`src/rtl/load_store_unit_if.sv`:
```
// Bundle of the pipeline request/response handshake and the DataMemory bus.
// The slave modport is the load/store unit's view. The master modport is the
// environment's view: the pipeline MEM stage plus the memory returning read data.
interface load_store_unit_if;
  logic        req_valid;
  logic        req_ready;
  logic        req_write;
  logic [1:0]  req_size;
  logic        req_unsigned;
  logic [31:0] req_addr;
  logic [31:0] req_wdata;
  logic        resp_valid;
  logic        resp_ready;
  logic [31:0] resp_rdata;
  logic        resp_err;
  logic [31:0] MemAddr;
  logic        MemRead;
  logic        MemWrite;
  logic [31:0] MemWriteData;
  logic [31:0] MemReadData;

  modport master (
    output req_valid, req_write, req_size, req_unsigned, req_addr, req_wdata,
    output resp_ready, MemReadData,
    input  req_ready, resp_valid, resp_rdata, resp_err,
    input  MemAddr, MemRead, MemWrite, MemWriteData
  );

  modport slave (
    input  req_valid, req_write, req_size, req_unsigned, req_addr, req_wdata,
    input  resp_ready, MemReadData,
    output req_ready, resp_valid, resp_rdata, resp_err,
    output MemAddr, MemRead, MemWrite, MemWriteData
  );
endinterface

```
`src/rtl/load_store_unit.sv`:
```
// Load/store unit: one request at a time, byte/halfword/word accesses to a
// word-addressed memory. Sub-word stores are done as read-modify-write.
// Strobes are decoded straight from the state so each lasts exactly one cycle
// and both are low in IDLE and RESP.
module load_store_unit #(
  parameter int MEM_WORDS = 32
) (
  input  logic               clk,
  input  logic               reset,
  load_store_unit_if.slave   bus
);

  typedef enum logic [1:0] {
    IDLE = 2'd0,
    RD   = 2'd1,
    WR   = 2'd2,
    RESP = 2'd3
  } state_t;

  state_t      state_q, state_d;
  logic        write_q, write_d;
  logic [1:0]  size_q, size_d;
  logic        uns_q, uns_d;
  logic [1:0]  off_q, off_d;
  logic [15:0] wdata_q, wdata_d;
  logic [31:0] rdata_q, rdata_d;
  logic        err_q, err_d;
  logic [31:0] mem_addr_q, mem_addr_d;
  logic [31:0] mem_wdata_q, mem_wdata_d;

  logic        range_err;
  logic        acc_err;
  logic [7:0]  rd_byte;
  logic [15:0] rd_half;
  logic [31:0] load_val;
  logic [31:0] wdata_rep;
  logic [3:0]  lane_hit;
  logic [31:0] merged;

  // Request checks on the raw inputs, evaluated in the accept cycle.
  assign range_err = {2'b00, bus.req_addr[31:2]} >= 32'(MEM_WORDS);
  assign acc_err   = (bus.req_size == 2'b11)
                   | ((bus.req_size == 2'b01) & bus.req_addr[0])
                   | ((bus.req_size == 2'b10) & (bus.req_addr[1:0] != 2'b00))
                   | range_err;

  // Lane selection out of the word being read (little-endian lanes).
  always_comb begin
    rd_byte = bus.MemReadData[7:0];
    case (off_q)
      2'd0:    rd_byte = bus.MemReadData[7:0];
      2'd1:    rd_byte = bus.MemReadData[15:8];
      2'd2:    rd_byte = bus.MemReadData[23:16];
      default: rd_byte = bus.MemReadData[31:24];
    endcase
    rd_half = off_q[1] ? bus.MemReadData[31:16] : bus.MemReadData[15:0];
  end

  // Right-justify the selected lane and extend it.
  always_comb begin
    load_val = bus.MemReadData;
    case (size_q)
      2'b00:   load_val = uns_q ? {24'd0, rd_byte} : {{24{rd_byte[7]}}, rd_byte};
      2'b01:   load_val = uns_q ? {16'd0, rd_half} : {{16{rd_half[15]}}, rd_half};
      default: load_val = bus.MemReadData;
    endcase
  end

  // Store data replicated onto every lane; the lane mask picks which one lands.
  assign wdata_rep = (size_q == 2'b00) ? {4{wdata_q[7:0]}} : {2{wdata_q}};

  generate
    for (genvar gi = 0; gi < 4; gi++) begin : g_lane
      assign lane_hit[gi] = (size_q == 2'b00) ? (off_q == 2'(gi))
                                              : (off_q[1] == 1'(gi / 2));
      assign merged[8*gi +: 8] = lane_hit[gi] ? wdata_rep[8*gi +: 8]
                                              : bus.MemReadData[8*gi +: 8];
    end
  endgenerate

  // Next-state and datapath update for the request sequencer.
  always_comb begin
    state_d     = state_q;
    write_d     = write_q;
    size_d      = size_q;
    uns_d       = uns_q;
    off_d       = off_q;
    wdata_d     = wdata_q;
    rdata_d     = rdata_q;
    err_d       = err_q;
    mem_addr_d  = mem_addr_q;
    mem_wdata_d = mem_wdata_q;
    case (state_q)
      IDLE: begin
        if (bus.req_valid) begin
          write_d    = bus.req_write;
          size_d     = bus.req_size;
          uns_d      = bus.req_unsigned;
          off_d      = bus.req_addr[1:0];
          wdata_d    = bus.req_wdata[15:0];
          mem_addr_d = {bus.req_addr[31:2], 2'b00};
          rdata_d    = 32'd0;
          err_d      = acc_err;
          if (acc_err) begin
            state_d = RESP;
          end else if (!bus.req_write) begin
            state_d = RD;
          end else if (bus.req_size == 2'b10) begin
            mem_wdata_d = bus.req_wdata;
            state_d     = WR;
          end else begin
            state_d = RD;
          end
        end
      end
      RD: begin
        if (write_q) begin
          mem_wdata_d = merged;
          state_d     = WR;
        end else begin
          rdata_d = load_val;
          state_d = RESP;
        end
      end
      WR: begin
        state_d = RESP;
      end
      default: begin
        if (bus.resp_ready) begin
          state_d = IDLE;
        end
      end
    endcase
  end

  // State and datapath registers with synchronous reset.
  always_ff @(posedge clk) begin
    if (reset) begin
      state_q     <= IDLE;
      write_q     <= 1'b0;
      size_q      <= 2'b00;
      uns_q       <= 1'b0;
      off_q       <= 2'b00;
      wdata_q     <= 16'd0;
      rdata_q     <= 32'd0;
      err_q       <= 1'b0;
      mem_addr_q  <= 32'd0;
      mem_wdata_q <= 32'd0;
    end else begin
      state_q     <= state_d;
      write_q     <= write_d;
      size_q      <= size_d;
      uns_q       <= uns_d;
      off_q       <= off_d;
      wdata_q     <= wdata_d;
      rdata_q     <= rdata_d;
      err_q       <= err_d;
      mem_addr_q  <= mem_addr_d;
      mem_wdata_q <= mem_wdata_d;
    end
  end

  assign bus.req_ready    = (state_q == IDLE);
  assign bus.resp_valid   = (state_q == RESP);
  assign bus.resp_rdata   = rdata_q;
  assign bus.resp_err     = err_q;
  assign bus.MemRead      = (state_q == RD);
  assign bus.MemWrite     = (state_q == WR);
  assign bus.MemAddr      = mem_addr_q;
  assign bus.MemWriteData = mem_wdata_q;

endmodule
```
`src/flat_wrapper.sv`:
```
// flat-port wrapper written by rule: the top's interface ports become plain ports
module load_store_unit_flat 
#(
  parameter int MEM_WORDS = 32
)
  (clk, reset, bus_req_valid, bus_req_write, bus_req_size, bus_req_unsigned, bus_req_addr, bus_req_wdata, bus_resp_ready, bus_MemReadData, bus_req_ready, bus_resp_valid, bus_resp_rdata, bus_resp_err, bus_MemAddr, bus_MemRead, bus_MemWrite, bus_MemWriteData);
  load_store_unit_if bus_i ();
  input  logic clk;
  input  logic reset;
  input wire logic [$bits(bus_i.req_valid)-1:0] bus_req_valid;
  input wire logic [$bits(bus_i.req_write)-1:0] bus_req_write;
  input wire logic [$bits(bus_i.req_size)-1:0] bus_req_size;
  input wire logic [$bits(bus_i.req_unsigned)-1:0] bus_req_unsigned;
  input wire logic [$bits(bus_i.req_addr)-1:0] bus_req_addr;
  input wire logic [$bits(bus_i.req_wdata)-1:0] bus_req_wdata;
  input wire logic [$bits(bus_i.resp_ready)-1:0] bus_resp_ready;
  input wire logic [$bits(bus_i.MemReadData)-1:0] bus_MemReadData;
  output wire logic [$bits(bus_i.req_ready)-1:0] bus_req_ready;
  output wire logic [$bits(bus_i.resp_valid)-1:0] bus_resp_valid;
  output wire logic [$bits(bus_i.resp_rdata)-1:0] bus_resp_rdata;
  output wire logic [$bits(bus_i.resp_err)-1:0] bus_resp_err;
  output wire logic [$bits(bus_i.MemAddr)-1:0] bus_MemAddr;
  output wire logic [$bits(bus_i.MemRead)-1:0] bus_MemRead;
  output wire logic [$bits(bus_i.MemWrite)-1:0] bus_MemWrite;
  output wire logic [$bits(bus_i.MemWriteData)-1:0] bus_MemWriteData;
  assign bus_i.req_valid = bus_req_valid;
  assign bus_i.req_write = bus_req_write;
  assign bus_i.req_size = bus_req_size;
  assign bus_i.req_unsigned = bus_req_unsigned;
  assign bus_i.req_addr = bus_req_addr;
  assign bus_i.req_wdata = bus_req_wdata;
  assign bus_i.resp_ready = bus_resp_ready;
  assign bus_i.MemReadData = bus_MemReadData;
  assign bus_req_ready = bus_i.req_ready;
  assign bus_resp_valid = bus_i.resp_valid;
  assign bus_resp_rdata = bus_i.resp_rdata;
  assign bus_resp_err = bus_i.resp_err;
  assign bus_MemAddr = bus_i.MemAddr;
  assign bus_MemRead = bus_i.MemRead;
  assign bus_MemWrite = bus_i.MemWrite;
  assign bus_MemWriteData = bus_i.MemWriteData;
  load_store_unit #(.MEM_WORDS(MEM_WORDS)) u_core (.clk(clk), .reset(reset), .bus(bus_i));
endmodule
```
`config.mk`:
```
export PLATFORM = sky130hd
export DESIGN_NAME = load_store_unit_flat
export DESIGN_NICKNAME = d
export VERILOG_FILES = /design/src/rtl/load_store_unit_if.sv /design/src/rtl/load_store_unit.sv /design/src/flat_wrapper.sv
export SDC_FILE = /design/constraint.sdc
export NUM_CORES = 1
export LEC_CHECK = 0
export ABC_AREA = 1
export CORE_MARGIN = 5
export CORE_UTILIZATION = 42
export CTS_CLUSTER_SIZE = 16
export DETAILED_ROUTE_END_ITERATION = 16
export PLACE_DENSITY = 0.89
export SLEW_MARGIN = 30
export SYNTH_ARGS = -nofsm -noshare
export SYNTH_HDL_FRONTEND = slang
export SYNTH_SLANG_ARGS = --single-unit
```
`constraint.sdc`:
```
create_clock -name clk -period 1.5 [get_ports clk]
set_input_delay 0.3 -clock clk [delete_from_list [all_inputs] [get_ports clk]]
set_output_delay 0.3 -clock clk [all_outputs]
set_load 0.01 [all_outputs]
```
* After elaboration in Yosys (flattened, before gate mapping)
Index checks and enable logic that the tools add are counted.
** Word-level totals
- Bits in registers :: 119
- Bits of input ports :: 104
** Operators by class
- Reduce and logical (&&, ||, !) cells :: 10
- Order comparisons :: 1
- Eq/ne operators :: 16
- Muxes and demuxes :: 30
- Bitwise gates (word level) :: 6
** Operators with widths (count)
- two-way mux 32 bit :: 10
- case mux 32 bit (2 select lines) :: 3
- two-way mux 8 bit :: 4
- >= comparator 30 x 6 -> 1 bit (second input constant) :: 1
- case mux 8 bit (3 select lines) :: 1
- two-way mux 16 bit :: 1
- == test 2 bit (second input constant) :: 6
- two-way mux 2 bit :: 5
- == test 2 x 1 -> 1 bit (second input constant) :: 4
- != test 2 bit (second input constant) :: 4
- logical NOT 2 bit :: 3
- case mux 2 bit (3 select lines) :: 1
- AND reduction 6 bit :: 1
- two-way mux 1 bit :: 5
- != test 2 x 1 -> 1 bit (second input constant) :: 2
- AND reduction 2 bit :: 2
- nonzero test 2 bit :: 2
- nonzero test 4 bit :: 1
- OR 1 bit :: 3
- AND reduction 3 bit :: 1
- bitwise AND 1 bit :: 2
- inverter 1 bit :: 1

* Logic depth before layout (Yosys ltp)
Gate-level depths: netlist (run 1).
- Word-level depth :: 8
- Gate-level depth with buffers :: 12
- Depth with buffers taken out :: 11

* Least setup slack after synthesis (run 1)
OpenSTA, ideal clock, no wires.
- Path type :: flip-flop to flip-flop
- Start point :: register u_core.state_q[1]
- End point :: register u_core.rdata_q[20], in the netlist u_core.bus.resp_rdata[20]
- Arrival time :: 1527 ps
- Cell stages (with the launch flop) :: 10
- Clock period less this slack :: 1659 ps
- Setup time :: 132 ps
- Slack :: -159 ps
- Path buffers :: 1
- Data required time :: 1368 ps
- Path through :: dfxtp_1 -> inv_1 -> ha_1 -> inv_2 -> nor2_1 -> nand2_1 -> clkbuf_1 -> nor2_1 -> nand2_1 -> a21oi_1
** Between the ends
- Cells in the longest elaborated chain, start to end :: 3
- Elaborated cells between the ends (all ways) :: 7
- Classes of those cells :: 3 x eq/ne; 1 x mux; 3 x reduce/logical
** Ends and longest elaborated chain
- from (decl) :: line load_store_unit.sv:20 : state_t state_q, state_d;
- from (signal assigned) :: line load_store_unit.sv:150 : state_q <= state_d;
- == test 2 x 1 -> 1 bit *
- via bus_MemRead :: line flat_wrapper.sv:23 : output wire logic [$bits(bus_i.MemRead)-1:0] bus_MemRead;
- != test 2 bit (no line) / nonzero test 2 bit (equally long branches)
- AND reduction 3 bit (no line)
- to (signal assigned) :: line load_store_unit.sv:156 : rdata_q <= rdata_d;
- to (decl) :: line load_store_unit.sv:26 : logic [31:0] rdata_q, rdata_d;
The timed path passes the listed nets; every way through them passes the cells marked *.
A chain may end at the register's enable or synchronous reset.

* Worst setup path after layout (run 1)
- Start point :: register u_core.state_q[1]
- End point :: register u_core.mem_wdata_q[14], in the netlist u_core.bus.MemWriteData[14]
** Between the ends
- Cells in the longest elaborated chain, start to end :: 3
- Elaborated cells between the ends (all ways) :: 10
- Classes of those cells :: 6 x eq/ne; 1 x mux; 3 x reduce/logical
** Ends and longest elaborated chain
- == test 2 x 1 -> 1 bit / logical NOT 2 bit (equally long branches) :: line load_store_unit.sv:93 : case (state_q)
- != test 2 x 1 -> 1 bit (no line), or another cell as far along
- AND reduction 6 bit (no line)
- to (signal assigned) :: line load_store_unit.sv:159 : mem_wdata_q <= mem_wdata_d;
- to (decl) :: line load_store_unit.sv:29 : logic [31:0] mem_wdata_q, mem_wdata_d;
Parallel ways exist; a longest one is shown, timed or not.

==> results.py, run 1 <==
metrics = {
    "status": {
        "status": "finished, violations left",
        "violations": "setup timing",
    },
    "flow_run": {
        "cap_violations": 0,
    },
    "timing": {
        "finalClockSkew_ns": 0.01228,
        "rsz0062_at_grt": "true",
        "setup_viol": 71,
        "report.final.slew_viol_count": 0,
        "fmax_ghz": 0.5929,
        "setup_slack_ns": -0.1865,
        "min_period_ns": 1.687,
        "fin_crit_sh": 1.124,
        "hold_ws_ns": 0.2831,
        "finalHoldViolations": 0,
    },
    "setup_path": {
        "r2r_setup_slack_ns": -0.19,
        "critPathKind": "flop to flop",
        "crit_path_cell_trace": "inv_4, ha_4, inv_2, nand2_2, nand2_1, nor2_2, nand2_4, buf_12, buf_12, nand2_2, nand2_2, nor2_2",
        "cp_max_fo": 8,
        "cp_slowest_cell": "dfxtp_4",
        "startpoint_type": "flop",
        "crit_required_ns": 1.86,
        "slowest_delay_ns": 0.36,
        "crit_arrival_ns": 2.04,
        "crit_path_end_kind": "flop",
        "critical-path-top-delay-family": "simple AND/OR/NAND/NOR gates",
        "crit_path_frequent_cell": "nand2_2",
        "critPathBufInv": 4,
    },
    "placement": {
        "place_congestion": 0.9830,
        "dp_hpwl_mm": 16.42,
        "portBuffers": 202,
    },
    "floorplanning": {
        "die_x_um": 129.4,
        "boundaryPins": 205,
        "core_area_um2": 13930,
        "die_y_um": 129.4,
        "start_util": 0.4299,
        "num_rows": 43,
        "die_area_um2": 16750,
    },
    "detailed_routing": {
        "drt_iter0_drc": 822,
        "via_count": 7499,
        "vias_per_cell": 5.395,
        "wl_mm": 24.69,
        "ant_nets": 0,
        "dr.pass1.iters": 9,
        "drc": 0,
        "wl_per_cell_um": 17.76,
    },
    "grt": {
        "grt_max_degree": 43,
        "grt_pass1_vias": 7242,
        "track_usage": 0.2757,
        "overflow": 0,
        "antenna_found_initial": 0,
        "grt_pass1_wl_mm": 35.97,
    },
    "power": {
        "clock_power_share": 0.224,
        "p_leak_nw": 4.794,
        "vdd_drop_max_uv": 1058,
        "p_int_w": 0.01129,
        "fin_total_pwr_w": 0.01903,
        "seqPwrFrac": 0.252,
        "p_switching_w": 0.007740,
        "power.share.switching": 0.4067,
        "pwr-share-comb": 0.524,
        "p_per_area_nw_per_um2": 1926,
    },
    "synth": {
        "synth_area_leader_cell": "dfxtp_1",
        "ys_seq_area_frac": 0.3977,
        "yosysTopAreaCellShare": 0.3977,
        "yosysUniqueCellTypes": 35,
        "avgSynthCellArea_um2": 6.463,
        "synth_area_leaders": "dfxtp_1 (40%), nand2_1 (14%), nor2_1 (10%), a21oi_1 (7.9%), o21ai_0 (7.0%)",
        "ys_ff_latch": 119,
        "synth_area_um2": 5991,
        "yosysWarnings": 0,
        "syn_inst": 927,
    },
    "finish": {
        "layout_commonest_cell": "nand2_1",
        "syn2layout_area_growth_pct": 64.93,
        "n_antenna_cell": 0,
        "fin_util": 0.7091,
        "final_cell_mix": "nand2_1 (198), nor2_1 (127), dlygate4sd2_1 (116), dfxtp_1 (115), a21oi_1 (93)",
        "final_nets": 1305,
        "drive_gt1_frac": 0.1967,
    },
    "hold_path": {
        "hold_class": "input port to flop",
    },
    "clock_network": {
        "clkLatencyLatePin_ns": 0.43,
        "clockRootBuffer": "clkbuf_16",
        "htree_levels": 4,
        "clk_pin_slew_worst_paths_ns": 0.05,
        "cts.path.max_buffers": 2,
        "cts_buffers": 17,
        "cts_tree": "done",
        "cts_sinks": 119,
    },
}
final cells by class:
cell class	count	area, um^2
Multi-Input combinational cell	653	3252
Clock buffer	21	470.5
Fill cell	1082	4054
Tap cell	180	225.2
Clock inverter	11	146.4
Sequential cell	119	2395
Inverter	101	386.6
Timing Repair Buffer	305	3005
flip-flops by register name, summed over array words and instances, names as in the netlist:
signal,flops
u_core.bus.MemWriteData,32
u_core.off_q,2
u_core.size_q,2
u_core.wdata_q,16
u_core.bus.MemAddr,30
u_core.bus.resp_err,1
u_core.write_q,1
u_core.uns_q,1
u_core.bus.resp_rdata,32
u_core.state_q,2
synth_stat cells:
cell / instances
a21oi_1: 95
a21oi_2: 1
a21oi_4: 1
a22oi_1: 1
a32o_1: 4
buf_1: 1
buf_2: 8
buf_4: 4
buf_6: 6
clkbuf_1: 36
conb_1: 1
dfxtp_1: 119
ha_1: 4
inv_1: 94
inv_2: 6
inv_4: 1
nand2_1: 220
nand2_2: 2
nand3_1: 11
nand3_2: 1
nand3b_1: 1
nand4_1: 2
nand4_4: 1
nor2_1: 162
nor2_2: 2
nor2_4: 3
nor3_1: 1
o211ai_1: 11
o211ai_2: 1
o21ai_0: 84
o21ai_1: 33
o22ai_1: 5
o31ai_1: 1
or2_1: 1
or2_2: 3
power groups by stage:
stage / Clock (W) / Sequential [W] / Combinational, W
final: 0.00427 / 0.00479 / 0.00997
after floorplan: 0 / 0.00513 / 0.00429
after global routing: 0.00446 / 0.00489 / 0.0107
after CTS: 0.00427 / 0.00475 / 0.00897
after detailed placement: 0 / 0.00481 / 0.00836
after global placement: 0 / 0.00478 / 0.00817
per-layer routing:
layer | vias to the layer above | share of wire | wire [um] | GRT usage
li1 | 3496 | - | - | -
met1 | 3366 | 0.36 | 8864 | 0.3429
met2 | 518 | 0.46 | 11430 | 0.4454
met3 | 119 | 0.12 | 3055 | 0.06430
met4 | 0 | 0.054 | 1344 | 0.1455
met5 | - | 0 | 0 | 0
per-stage QoR:
stage	setup slack, ns	TNS [ns]	cell area (um^2)	cells
6_report	-0.1865	-6.509	9881	1390
5_1_grt	-0.2698	-12.14	9881	1390
4_1_cts	-0.09745	-3.427	9633	1383
3_5_place_dp	-0.5605	-26.38	8783	1340
3_3_place_gp	-0.4965	-22.76	8783	1340
2_1_floorplan	0.01452	0	6046	928
path summary, 6_finish.rpt:
path | cells after the start | startpoint | to
setup / recovery | 12 | u_core.state_q[1] | u_core.bus.MemWriteData[14]
hold / removal | 3 | bus_req_addr[7] | u_core.bus.MemAddr[7]
setup reg to reg | 12 | u_core.state_q[1] | u_core.bus.MemWriteData[14]
hold reg to reg | 2 | u_core.bus.resp_rdata[24] | u_core.bus.resp_rdata[24]
tightest hold or removal path, stage by stage:
cell and delay (ns):
dlygate4sd2_1 0.20, o21ai_0 0.08, nor2_1 0.08
cells by family (layout without fill, tap and decap cells):
kind of cell | Yosys count | in the layout | share of synthesized area
other | 1 | 2 | 0.0006260
adder cells (fa/ha/maj) | 4 | 4 | 0.008355
AND/OR/NAND/NOR | 410 | 410 | 0.2719
AO/OA/AOI/OAI | 237 | 237 | 0.2116
buffers and inverters | 156 | 438 | 0.1099
flip-flops | 119 | 119 | 0.3977
timing repair:
action,CTS,global route
buffers inserted,6,5
endpoints found under the setup margin,163,94
hold buffers,0,0
gates cloned,5,2
pin swaps,8,15
resized for setup,193,66
(Power assumes the default switching activity.)
==> run 2, diff against run 1 <==
--- a/config.mk
+++ b/config.mk
@@ -7,10 +7,10 @@
 export LEC_CHECK = 0
 export ABC_AREA = 1
 export CORE_MARGIN = 5
-export CORE_UTILIZATION = 42
+export CORE_UTILIZATION = 46
 export CTS_CLUSTER_SIZE = 16
 export DETAILED_ROUTE_END_ITERATION = 16
-export PLACE_DENSITY = 0.89
+export PLACE_DENSITY = 0.92
 export SLEW_MARGIN = 30
 export SYNTH_ARGS = -nofsm -noshare
 export SYNTH_HDL_FRONTEND = slang
==> constraint.sdc (replaced) <==
create_clock -name clk -period 1.65 [get_ports clk]
set_input_delay 0.33 -clock clk [delete_from_list [all_inputs] [get_ports clk]]
set_output_delay 0.33 -clock clk [all_outputs]
set_load 0.01 [all_outputs]
==> results.py, run 2 (synthesis gave the netlist of run 1 again) <==
metrics = {
    "finish": {
        "syn2layout_area_growth_pct": 61.34,
        "final_cell_mix": "nand2_1 (212), nor2_1 (151), dfxtp_1 (116), a21oi_1 (95), clkdlybuf4s50_1 (90)",
        "n_antenna_cell": 0,
        "final_nets": 1287,
        "drive_gt1_frac": 0.1460,
        "final_area_um2": 9666,
        "layout_commonest_cell": "nand2_1",
        "nFillCells": 902,
    },
    "power": {
        "seqPwrFrac": 0.262,
        "pwr-share-comb": 0.505,
        "p_switching_w": 0.006521,
        "fin_total_pwr_w": 0.01651,
        "p_int_w": 0.009987,
        "clock_power_share": 0.233,
        "power.share.switching": 0.3950,
        "p_leak_nw": 5.360,
        "vdd_drop_max_uv": 998.9,
        "p_per_area_nw_per_um2": 1708,
    },
    "floorplanning": {
        "die_y_um": 124.1,
        "die_area_um2": 15410,
        "boundaryPins": 205,
        "start_util": 0.4728,
        "die_x_um": 124.1,
        "num_rows": 41,
        "core_area_um2": 12670,
    },
    "detailed_routing": {
        "wl_mm": 23.79,
        "wl_per_cell_um": 17.44,
        "vias_per_cell": 5.336,
        "drc": 0,
        "dr.pass1.iters": 7,
        "ant_nets": 0,
        "drt_iter0_drc": 842,
        "via_count": 7278,
    },
    "clock_network": {
        "clockRootBuffer": "clkbuf_16",
        "cts_tree": "done",
        "clkLatencyLatePin_ns": 0.43,
        "cts_sinks": 119,
        "cts_buffers": 17,
        "cts.path.max_buffers": 2,
        "clk_pin_slew_worst_paths_ns": 0.06,
        "htree_levels": 4,
        "ctsHoldBuffers": 0,
    },
    "grt": {
        "grt_pass1_vias": 6835,
        "overflow": 0,
        "grt_pass1_wl_mm": 33.75,
        "track_usage": 0.2863,
        "grt_max_degree": 48,
        "antenna_found_initial": 0,
    },
    "setup_path": {
        "crit_required_ns": 1.95,
        "critPathKind": "flop to flop",
        "crit_path_end_kind": "flop",
        "startpoint_type": "flop",
        "crit_arrival_ns": 1.97,
        "cp_max_fo": 3,
    },
    "placement": {
        "portBuffers": 202,
        "place_ws_ns": -0.3919,
        "dp_hpwl_mm": 16.37,
        "placed_area_um2": 8596,
        "place_congestion": 0.9903,
    },
    "timing": {
        "setup_viol": 3,
        "fin_tns_setup_ns": -0.04573,
        "rsz0062_at_grt": "true",
        "report.final.slew_viol_count": 0,
        "min_period_ns": 1.668,
        "fmax_ghz": 0.5994,
        "fin_crit_sh": 1.011,
        "hold_ws_ns": 0.1963,
        "finalClockSkew_ns": 0.007970,
        "finalHoldViolations": 0,
        "setup_slack_ns": -0.01845,
    },
    "status": {
        "violations": "setup timing",
        "status": "finished, violations left",
    },
    "flow_run": {
        "cap_violations": 0,
    },
    "hold_path": {
        "hold_class": "input port to flop",
    },
}
==> run 2: worst paths after layout <==
path / startpoint / endpoint / slack (ns) / depth (start not counted)
max: u_core.state_q[1] / u_core.state_q[1] / -0.02 / 8
max reg2reg: u_core.state_q[1] / u_core.state_q[1] / -0.02 / 8
min reg2reg: u_core.bus.resp_rdata[29] / u_core.bus.resp_rdata[29] / 0.46 / 2
min: bus_req_addr[21] / u_core.bus.MemAddr[21] / 0.20 / 3
==> run 2: cell type report <==
type	instances	area, um^2	area share
well taps	172	215.2	0.02227
flip-flops and latches	119	2389	0.2471
inverters	101	386.6	0.04000
clock inverters	8	118.9	0.01230
clock buffers	24	491.7	0.05087
repair buffers	287	2989	0.3093
multi-input cells	653	3075	0.3182
==> run 2: per-layer routing <==
layer  global-route usage  share of wire  vias up
li1                     -              -     3445
met1               0.3353           0.37     3332
met2               0.4872           0.48      419
met3              0.08719           0.11       82
met4               0.1170          0.037        0
met5                    0              0        -
==> run 2: critical path: stages (launching register included) <==
cell     delay, ns
dfxtp_2       0.34
inv_2         0.07
ha_4          0.18
inv_2         0.12
nand2_2       0.10
o31ai_1       0.41
nor2_1        0.13
nand2_1       0.11
a21oi_1       0.08
==> run 2: through the flow <==
stage,utilization,instances
CTS,0.7257,1352
finish,0.7628,1364
global placement,0.6784,1319
floorplan,-,928
detailed placement,0.6784,1319
global route,0.7628,1364
==> run 2: repair_timing <==
item | in CTS | in global routing
cloned | 1 | 4
resized for setup | 65 | 113
pin swaps | 0 | 26
endpoints found under the setup margin | 77 | 110
buffers inserted | 0 | 8
==> run 2: power groups by stage <==
stage	sequential (W)	clock [W]	combinational [W]
3_5_place_dp	0.00435	0	0.00747
3_3_place_gp	0.00431	0	0.00729
6_report	0.00433	0.00385	0.00833
2_1_floorplan	0.00465	0	0.00380
4_1_cts	0.00430	0.00386	0.00748
5_1_grt	0.00442	0.00402	0.00903
==> run 3, diff against run 2 <==
--- a/config.mk
+++ b/config.mk
@@ -6,11 +6,11 @@
 export NUM_CORES = 1
 export LEC_CHECK = 0
 export ABC_AREA = 1
-export CORE_MARGIN = 5
 export CORE_UTILIZATION = 46
 export CTS_CLUSTER_SIZE = 16
 export DETAILED_ROUTE_END_ITERATION = 16
 export PLACE_DENSITY = 0.92
+export SETUP_SLACK_MARGIN = 0.02
 export SLEW_MARGIN = 30
 export SYNTH_ARGS = -nofsm -noshare
 export SYNTH_HDL_FRONTEND = slang
==> results.py, run 3 (synthesis gave the netlist of run 1 again) <==
metrics = {
    "floorplanning": {
        "die_x_um": 116.1,
        "start_util": 0.4728,
        "boundaryPins": 205,
        "die_y_um": 116.1,
        "core_area_um2": 12670,
        "num_rows": 41,
        "die_area_um2": 13480,
    },
    "finish": {
        "seqCellArea_um2": 2394,
        "n_antenna_cell": 0,
        "nFillCells": 911,
        "syn2layout_area_growth_pct": 62.26,
        "final_nets": 1294,
        "fin_util": 0.7672,
        "multi_input_area_um2": 3203,
        "drive_gt1_frac": 0.1710,
        "final_area_um2": 9721,
        "layout_commonest_cell": "nand2_1",
        "final_cell_mix": "nand2_1 (208), nor2_1 (148), dfxtp_1 (114), inv_1 (86), a21oi_1 (85)",
    },
    "grt": {
        "grt_pass1_wl_mm": 33.55,
        "overflow": 0,
        "grt_max_degree": 54,
        "grt_pass1_vias": 6922,
        "antenna_found_initial": 0,
        "track_usage": 0.3294,
    },
    "setup_path": {
        "cp_slowest_cell": "dfxtp_4",
        "crit_path_cell_trace": "inv_4, ha_4, inv_4, nor2_2, inv_2, buf_6, buf_4, nand3_4, buf_12, nand2_1, a21oi_2",
        "critPathBufInv": 6,
        "crit_required_ns": 1.99,
        "cp_max_fo": 8,
        "slowest_delay_ns": 0.36,
        "critical-path-top-delay-family": "buffers and inverters",
        "crit_arrival_ns": 2.03,
        "startpoint_type": "flop",
        "crit_path_frequent_cell": "inv_4",
        "crit_path_end_kind": "flop",
        "critPathKind": "flop to flop",
    },
    "placement": {
        "dp_hpwl_mm": 15.20,
        "place_congestion": 1.034,
        "portBuffers": 202,
        "placed_area_um2": 8598,
    },
    "timing": {
        "setup_viol": 2,
        "finalHoldViolations": 0,
        "min_period_ns": 1.687,
        "report.final.slew_viol_count": 0,
        "setup_slack_ns": -0.03688,
        "rsz0062_at_grt": "true",
        "finalClockSkew_ns": 0.006254,
        "fmax_ghz": 0.5928,
        "fin_crit_sh": 1.022,
    },
    "power": {
        "seqPwrFrac": 0.260,
        "clock_power_share": 0.227,
        "pwr-share-comb": 0.513,
        "p_per_area_nw_per_um2": 1729,
        "p_int_w": 0.01006,
        "power.share.switching": 0.4015,
        "p_switching_w": 0.006750,
        "p_leak_nw": 4.945,
        "vdd_drop_max_uv": 846.9,
    },
    "detailed_routing": {
        "via_count": 7478,
        "vias_per_cell": 5.454,
        "drt_iter0_drc": 783,
        "drc": 0,
        "dr.pass1.iters": 7,
        "wl_met3_mm": 2.682,
        "ant_nets": 0,
        "routed.top_layer": "met4",
        "wl_per_cell_um": 17.16,
        "wl_met2_mm": 11.08,
        "wl_met1_mm": 8.518,
        "wl_mm": 23.53,
    },
    "clock_network": {
        "cts.path.max_buffers": 2,
        "clkLatencyLatePin_ns": 0.42,
        "htree_levels": 4,
        "cts_buffers": 17,
        "clockRootBuffer": "clkbuf_16",
        "cts_tree": "done",
        "clk_pin_slew_worst_paths_ns": 0.05,
        "ctsHoldBuffers": 0,
        "cts_sinks": 119,
    },
    "flow_run": {
        "cap_violations": 0,
    },
    "hold_path": {
        "hold_class": "input port to flop",
    },
    "status": {
        "violations": "setup timing",
        "status": "finished, violations left",
    },
}
-- run 3: routing by layer --
layer / vias up / track usage
met5: - / 0
met4: 0 / 0.1923
met3: 133 / 0.09341
met2: 524 / 0.5667
met1: 3355 / 0.3638
li1: 3466 / -
-- run 3: path summary, 6_finish.rpt --
| path | cells after the start | endpoint | start | slack (ns) |
|---|---|---|---|---|
| setup reg to reg | 11 | u_core.bus.resp_rdata[10] | u_core.state_q[0] | -0.04 |
| hold / removal | 3 | u_core.bus.MemAddr[13] | bus_req_addr[13] | 0.18 |
| hold reg to reg | 2 | u_core.bus.resp_rdata[6] | u_core.bus.resp_rdata[6] | 0.46 |
| setup / recovery | 11 | u_core.bus.resp_rdata[10] | u_core.state_q[0] | -0.04 |
-- run 3: power by group through the flow --
| stage | logic (W) | registers (W) | clock network, W |
|---|---|---|---|
| 2_1_floorplan | 0.00380 | 0.00465 | 0 |
| 3_3_place_gp | 0.00720 | 0.00434 | 0 |
| 3_5_place_dp | 0.00737 | 0.00437 | 0 |
| 4_1_cts | 0.00750 | 0.00432 | 0.00383 |
| 5_1_grt | 0.00930 | 0.00446 | 0.00396 |
| 6_report | 0.00863 | 0.00437 | 0.00381 |
-- run 3: through the flow --
stage / total power (W) / worst slack [ns] / setup TNS, ns / hold slack, ns / cells
global placement: 0.01154 / -0.3679 / -14.39 / 0.4524 / 1319
finish: 0.01681 / -0.03688 / -0.06307 / 0.1850 / 1371
global route: 0.01772 / -0.1610 / -0.7920 / 0.1955 / 1371
floorplan: 0.008449 / 0.05431 / 0 / 0.4576 / 928
detailed placement: 0.01174 / -0.4509 / -17.22 / 0.4566 / 1319
CTS: 0.01565 / 0.01299 / 0 / 0.2955 / 1358
-- run 3: tightest hold or removal path, stage by stage --
cell,delay [ns]
clkbuf_2,0.09
o21ai_0,0.08
nor2_1,0.08
-- run 3: repair_timing --
item,4_1_cts,5_1_grt
endpoints found under the setup margin,111,86
pin swaps,13,40
gates resized for setup,128,115
setup buffers,4,7
cloned,3,6
-- run 3: layout make-up --
class                      count  area share
multi-input combinational    654      0.3295
timing repair buffer         293      0.2995
sequential                   119      0.2462
clock buffer                  25     0.04994
inverter                     101     0.04055
tap                          172     0.02214
clock inverter                 7     0.01210
